File: config.mk
export PLATFORM = sky130hd
export DESIGN_NAME = bq_wb_master
export DESIGN_NICKNAME = d
export VERILOG_FILES = /design/src/rtl/bq_wb_pkg.sv /design/src/rtl/bq_wb_master.sv
export SDC_FILE = /design/constraint.sdc
export NUM_CORES = 1
export LEC_CHECK = 0
export BUFFER_PORTS_ARGS = -buffer_cell sky130_fd_sc_hd__buf_4
export CAP_MARGIN = 20
export CORE_UTILIZATION = 30
export CTS_CLUSTER_DIAMETER = 30
export DETAILED_ROUTE_END_ITERATION = 16
export GPL_TIMING_DRIVEN = 0
export SYNTH_ARGS = -nofsm -noshare
export SYNTH_HDL_FRONTEND = slang
export SYNTH_SLANG_ARGS = --single-unit
File: constraint.sdc
create_clock -name wb_clk_i -period 4.4 [get_ports wb_clk_i]
set_input_delay 0.44 -clock wb_clk_i [delete_from_list [all_inputs] [get_ports wb_clk_i]]
set_output_delay 0.44 -clock wb_clk_i [all_outputs]
set_load 0.02 [all_outputs]
File: src/rtl/bq_wb_pkg.sv
// Shared definitions for Wishbone initiators driving the biquad register port:
// FSM state encoding and default bus geometry / ack timeout.
package bq_wb_pkg;

   typedef enum logic [1:0] {
      IDLE = 2'd0,
      BUS  = 2'd1,
      RESP = 2'd2
   } wb_state_t;

   localparam int BQ_AW      = 32;
   localparam int BQ_DW      = 32;
   localparam int BQ_TIMEOUT = 255;

endpackage

File: src/rtl/bq_wb_master.sv
// Wishbone classic single-access initiator: one bus cycle per accepted command,
// read data or timeout error returned on a valid/ready response channel.
module bq_wb_master
   import bq_wb_pkg::*;
#(
   parameter int AW      = BQ_AW,
   parameter int DW      = BQ_DW,
   parameter int TIMEOUT = BQ_TIMEOUT
) (
   input  logic            wb_clk_i,
   input  logic            wb_rst_i,
   input  logic            cmd_valid_i,
   output logic            cmd_ready_o,
   input  logic            cmd_we_i,
   input  logic [AW-1:0]   cmd_adr_i,
   input  logic [DW-1:0]   cmd_dat_i,
   input  logic [DW/8-1:0] cmd_sel_i,
   output logic            rsp_valid_o,
   input  logic            rsp_ready_i,
   output logic [DW-1:0]   rsp_dat_o,
   output logic            rsp_err_o,
   output logic            wbm_cyc_o,
   output logic            wbm_stb_o,
   output logic            wbm_we_o,
   output logic [AW-1:0]   wbm_adr_o,
   output logic [DW-1:0]   wbm_dat_o,
   output logic [DW/8-1:0] wbm_sel_o,
   input  logic [DW-1:0]   wbm_dat_i,
   input  logic            wbm_ack_i
);

   localparam int CW = (TIMEOUT > 2) ? $clog2(TIMEOUT) : 1;
   localparam logic [CW-1:0] CNT_LAST = CW'(TIMEOUT - 1);
   localparam logic [CW-1:0] CNT_ONE  = CW'(1);

   wb_state_t       state_reg, state_next;
   logic [CW-1:0]   cnt_reg, cnt_next;
   logic            cmd_ready_reg, cmd_ready_next;
   logic            rsp_valid_reg, rsp_valid_next;
   logic            rsp_err_reg, rsp_err_next;
   logic [DW-1:0]   rsp_dat_reg, rsp_dat_next;
   logic            cyc_reg, cyc_next;
   logic            we_reg, we_next;
   logic [AW-1:0]   adr_reg, adr_next;
   logic [DW-1:0]   dat_reg, dat_next;
   logic [DW/8-1:0] sel_reg, sel_next;

   always_comb begin
      state_next     = state_reg;
      cnt_next       = cnt_reg;
      cmd_ready_next = cmd_ready_reg;
      rsp_valid_next = rsp_valid_reg;
      rsp_err_next   = rsp_err_reg;
      rsp_dat_next   = rsp_dat_reg;
      cyc_next       = cyc_reg;
      we_next        = we_reg;
      adr_next       = adr_reg;
      dat_next       = dat_reg;
      sel_next       = sel_reg;

      case (state_reg)
         IDLE: begin
            cmd_ready_next = 1'b1;
            // Acceptance uses the registered ready, so the first edge after reset only raises it.
            if (cmd_valid_i && cmd_ready_reg) begin
               we_next        = cmd_we_i;
               adr_next       = cmd_adr_i;
               dat_next       = cmd_dat_i;
               sel_next       = cmd_sel_i;
               cyc_next       = 1'b1;
               cmd_ready_next = 1'b0;
               cnt_next       = '0;
               state_next     = BUS;
            end
         end
         BUS: begin
            if (wbm_ack_i) begin
               cyc_next       = 1'b0;
               rsp_dat_next   = we_reg ? '0 : wbm_dat_i;
               rsp_err_next   = 1'b0;
               rsp_valid_next = 1'b1;
               state_next     = RESP;
            end else if (cnt_reg == CNT_LAST) begin
               cyc_next       = 1'b0;
               rsp_dat_next   = '0;
               rsp_err_next   = 1'b1;
               rsp_valid_next = 1'b1;
               state_next     = RESP;
            end else if (cnt_reg != '1) begin
               cnt_next = cnt_reg + CNT_ONE;
            end
         end
         RESP: begin
            if (rsp_ready_i) begin
               rsp_valid_next = 1'b0;
               rsp_err_next   = 1'b0;
               cmd_ready_next = 1'b1;
               state_next     = IDLE;
            end
         end
         default: state_next = IDLE;
      endcase
   end

   always_ff @(posedge wb_clk_i or posedge wb_rst_i) begin
      if (wb_rst_i) begin
         state_reg     <= IDLE;
         cnt_reg       <= '0;
         cmd_ready_reg <= 1'b0;
         rsp_valid_reg <= 1'b0;
         rsp_err_reg   <= 1'b0;
         rsp_dat_reg   <= '0;
         cyc_reg       <= 1'b0;
         we_reg        <= 1'b0;
         adr_reg       <= '0;
         dat_reg       <= '0;
         sel_reg       <= '0;
      end else begin
         state_reg     <= state_next;
         cnt_reg       <= cnt_next;
         cmd_ready_reg <= cmd_ready_next;
         rsp_valid_reg <= rsp_valid_next;
         rsp_err_reg   <= rsp_err_next;
         rsp_dat_reg   <= rsp_dat_next;
         cyc_reg       <= cyc_next;
         we_reg        <= we_next;
         adr_reg       <= adr_next;
         dat_reg       <= dat_next;
         sel_reg       <= sel_next;
      end
   end

   // Classic single access: strobe spans the whole cycle.
   assign wbm_cyc_o   = cyc_reg;
   assign wbm_stb_o   = cyc_reg;
   assign wbm_we_o    = we_reg;
   assign wbm_adr_o   = adr_reg;
   assign wbm_dat_o   = dat_reg;
   assign wbm_sel_o   = sel_reg;
   assign cmd_ready_o = cmd_ready_reg;
   assign rsp_valid_o = rsp_valid_reg;
   assign rsp_err_o   = rsp_err_reg;
   assign rsp_dat_o   = rsp_dat_reg;

endmodule

# Word-level counts from Yosys, hierarchy flattened
# Index checks and enable logic that the tools add are counted.
# op_classes
mux,26
eq_ne,10
n_addsub,1
reduce_logical,13
# op_table
cell,n
32-bit 2-to-1 mux,3
8-bit 2-to-1 mux,4
8-bit one-hot mux with 2 select lines,1
2-bit != test (second input constant),5
1-bit 2-to-1 mux,9
3-bit AND reduction,3
8-bit by 1-bit adder with 8-bit output (second input constant),1
8-bit == test (second input constant),1
2-bit 2-to-1 mux,4
8-bit != test (second input constant),1
1-bit one-hot mux with 2 select lines,4
2-bit nonzero test,4
2-bit one-hot mux with 3 select lines,1
2-bit AND reduction,3
5-bit AND reduction,1
3-bit != test (second input constant),1
2-bit by 1-bit == test with 1-bit output (second input constant),1
2-bit == test (second input constant),1
2-bit zero test,1
1-bit logical AND,1
# word_totals
word_cells,61
input_bits,106
regBits,115
output_inout_bits,106

# Depth between registers and ports, before layout
# logic_depth
ltp_word,5
ltp_mapped,7
mapped_depth_nobuf,5

# Worst setup path before layout
# No wires, ideal clock.
# synth_timing
path_kind,register to register
startpoint,register cnt_reg[0]
endpoint,register cnt_reg[7]
t_required_ps,4334
t_arrival_ps,1513
period_less_slack_ps,1579
slack_ps,2821
setup_time_ps,66
path_buffers,0
stages_incl_launch_ff,6
path_cell_list,dfrtp_1 inv_1 ha_1 o2111a_1 or4_1 nand2_1
# synth_via
elab_chain_len,5
word_cells_on_any_way,10
cone_classes,1 x add/sub; 4 x eq/ne; 4 x mux; 1 x reduce/logical
# synth_rtl
item,line,source
"start, declared",bq_wb_master.sv:37,"logic [CW-1:0] cnt_reg, cnt_next;"
"start signal, assigned",bq_wb_master.sv:120,cnt_reg <= cnt_next;
8-bit by 1-bit adder with 8-bit output,bq_wb_master.sv:90,cnt_next = cnt_reg + CNT_ONE;
8-bit 2-to-1 mux,bq_wb_master.sv:89,end else if (cnt_reg != '1) begin
8-bit 2-to-1 mux,bq_wb_master.sv:83,end else if (cnt_reg == CNT_LAST) begin
8-bit 2-to-1 mux,bq_wb_master.sv:77,if (wbm_ack_i) begin
8-bit one-hot mux with 2 select lines,bq_wb_master.sv:61,case (state_reg)
# Parallel ways exist; a longest one is shown, timed or not. The select of a mux whose other input is x is not followed.
# A chain may end at the register's enable or synchronous reset.

# Worst setup path in the final report
# layout_timing
startpoint,register state_reg[1]
endpoint,"register adr_reg[18], in the netlist wbm_adr_o[18]"
# layout_via
elab_chain_len,2
# layout_rtl
item,line,source
"start, declared",bq_wb_master.sv:36,"wb_state_t state_reg, state_next;"
"start signal, assigned",bq_wb_master.sv:119,state_reg <= state_next;
2-bit zero test,bq_wb_master.sv:61,
2-bit AND reduction (no source line),n/a,
"end signal, assigned",bq_wb_master.sv:127,adr_reg <= adr_next;
"end, declared",bq_wb_master.sv:44,"logic [AW-1:0] adr_reg, adr_next;"
# Every way passes these cells.

==> results.py <==
metrics = {
    "outcome": {
        "status": "finished clean",
    },
    "synthesis": {
        "syn_avg_cell_area_um2": 10.08,
        "syn_inst": 443,
        "synth-seq-cells": 115,
        "syn_nets": 551,
        "ys_types": 32,
        "syn_area_um2": 4467,
        "synth_warnings": 0,
        "ys_seq_area_share_pct": 64.43,
    },
    "power": {
        "pwr-share-comb_pct": 40.4,
        "clock_power_share_pct": 26.8,
        "ir_worst_vdd_v": 0.0002744,
        "p_int_w": 0.003419,
        "p_per_area_nw_per_um2": 780.4,
        "switching_share_pct": 36.96,
        "seqPwrFrac_pct": 32.8,
        "p_switching_w": 0.002005,
        "leakage_nw": 3.781,
    },
    "job": {
        "maxCapViolCount": 0,
    },
    "detailed_routing": {
        "drc": 0,
        "wirelength_um": 12410,
        "vias": 4017,
        "wire_per_inst_um": 14.24,
        "drt_iter0_markers": 154,
        "dr.pass1.iters": 5,
        "post_drt_via_cell_ratio": 4.612,
        "detail-route-antenna-nets": 0,
    },
    "global_route": {
        "track_usage_pct": 16.06,
        "grt_pass1_wl_um": 18780,
        "grt_pass1_vias": 3763,
        "antenna_found_initial": 0,
        "grt-ovfl-total": 0,
        "grt_max_degree": 92,
    },
    "die": {
        "core_region_area_um2": 14530,
        "die_h_um": 124.0,
        "ios": 212,
        "row_count": 44,
        "dieArea_um2": 15380,
        "start_util_pct": 30.73,
        "die_w_um": 124.0,
    },
    "sta": {
        "setup_violations": 0,
        "drv_slew": 0,
        "grt_setup_unrepaired": "false",
        "fmax_mhz": 577.0,
        "period_share_pct": 39.39,
        "fin_skew_ns": 0.008479,
        "fin_crit_ns": 1.733,
        "hold_violations": 0,
        "relSlewSlack_pct": 64.95,
        "hold_ws_ns": 0.2195,
        "tightestPinTransition_ns": 0.5257,
    },
    "cts": {
        "cts_resized": 0,
        "htreeDepth": 4,
        "cts_buffers": 17,
        "ctsRootBufferMaster": "clkbuf_16",
        "clk_latency_ns": 0.41,
        "clkSlewWorstSetupHoldPaths_ns": 0.06,
        "cts_setup_buffers": 0,
        "clock_path_buffers": 2,
        "cts_tree": "done",
        "clkSinkCount": 115,
        "ctsHoldBuffers": 1,
    },
    "finish": {
        "layout_common_cells": "nand2_1 (214), buf_4 (212), dfrtp_1 (115)",
        "final_common_cell": "nand2_1",
        "final_cells": 871,
        "area_growth_pct": 55.60,
        "drive_gt1_share_pct": 37.99,
        "diodes": 0,
        "design_area_um2": 6950,
        "final_nets": 783,
    },
    "critical_path": {
        "cp.arrival_ns": 2.08,
        "worstPathRequired_ns": 4.74,
        "crit_type": "reg2reg",
        "crit_path_max_fanout": 10,
        "cp-start-kind": "flop",
        "critPathCaptureType": "flop",
    },
    "placed_design": {
        "dp_hpwl_um": 8968,
        "post_dp_cell_area_um2": 6314,
        "gp_congestion": 0.7615,
        "io_buffers": 211,
        "placed_cells": 839,
    },
    "min_path": {
        "min_path_type": "in2reg",
    },
}
synthesized netlist by cell type, drive strengths merged:
cell type,number,share of area (%)
o41ai,1,0.20
nor3b,1,0.42
a211oi,1,0.17
o21ai,9,1.0
a41oi,1,0.20
nand2b,1,0.14
buf,16,2.1
clkbuf,9,0.76
nand2,214,18
nor2,6,0.56
nor4,1,0.14
and4bb,1,0.28
or4,3,0.50
o31ai,2,0.34
o2111a,1,0.25
a21oi,6,0.67
or3,3,0.42
ha,2,0.56
and3,4,0.56
nand3,2,0.22
nor2b,1,0.14
o2111ai,4,0.78
dfrtp,115,64
a31o,1,0.20
o21a,1,0.17
o211ai,1,0.17
inv,4,0.34
a22o,32,6.3
routing by layer:
| layer | global-route usage (%) | wire length [um] | vias to the layer above |
|---|---|---|---|
| met5 | 0 | 0 | - |
| met4 | 6.473 | 199 | 0 |
| met3 | 5.678 | 1122 | 23 |
| met2 | 24.76 | 5667 | 170 |
| met1 | 20.50 | 5415 | 1904 |
| li1 | - | - | 1920 |
per-stage QoR:
step / util, % / setup WS [ns] / setup TNS, ns / total power (W)
2_1_floorplan: - / 0.9159 / 0 / 0.002977
3_3_place_gp: 43.22 / -0.4077 / -45.85 / 0.003952
3_5_place_dp: 43.44 / 2.571 / 0 / 0.004009
4_1_cts: 47.82 / 2.572 / 0 / 0.005498
5_1_grt: 47.82 / 2.458 / 0 / 0.005775
6_report: 47.82 / 2.667 / 0 / 0.005424
area by class of cell:
| type | count | area, um^2 |
|---|---|---|
| Tap cell | 184 | 230.2 |
| Buffer | 25 | 128.9 |
| Multi-Input combinational cell | 299 | 1445 |
| Timing Repair Buffer | 213 | 1622 |
| Sequential cell | 115 | 2878 |
| Fill cell | 1401 | 7584 |
| Inverter | 4 | 20.02 |
| Clock buffer | 22 | 474.2 |
| Clock inverter | 9 | 152.6 |
power groups by stage:
stage	Sequential [W]	Combinational, W	Clock [W]
2_1_floorplan	0.00228	0.000698	0
3_3_place_gp	0.00177	0.00218	0
3_5_place_dp	0.00179	0.00222	0
4_1_cts	0.00178	0.00223	0.00149
5_1_grt	0.00183	0.00240	0.00154
6_report	0.00178	0.00219	0.00145
critical path, stage by stage (launching register included):
cell	delay (ns)
dfrtp_1	0.47
and4bb_1	0.38
buf_6	0.15
buf_2	0.25
buf_2	0.27
nand2_1	0.09
nand2_1	0.06
path summary, 6_finish.rpt:
| path | startpoint | endpoint | slack (ns) | depth (start not counted) |
|---|---|---|---|---|
| max in group asynchronous | wb_rst_i | wbm_dat_o[8] | 3.15 | 4 |
| worst max-delay path | state_reg[1] | wbm_adr_o[18] | 2.67 | 6 |
| min in group asynchronous | wb_rst_i | wbm_adr_o[26] | 0.55 | 3 |
| worst min-delay path | cmd_dat_i[28] | wbm_dat_o[28] | 0.22 | 3 |
| worst max register to register | state_reg[1] | wbm_adr_o[18] | 2.67 | 6 |
| worst min register to register | wbm_adr_o[10] | wbm_adr_o[10] | 0.48 | 2 |
cell families after synthesis:
group	count (synthesis)	synth area share, %
buffers and inverters	29	3.221
flip-flops	115	64.43
AND/OR/NAND/NOR	237	21.37
adder cells (fa/ha/maj)	2	0.5601
AO/OA/AOI/OAI	60	10.42
Power figures use the tool's default switching activity.
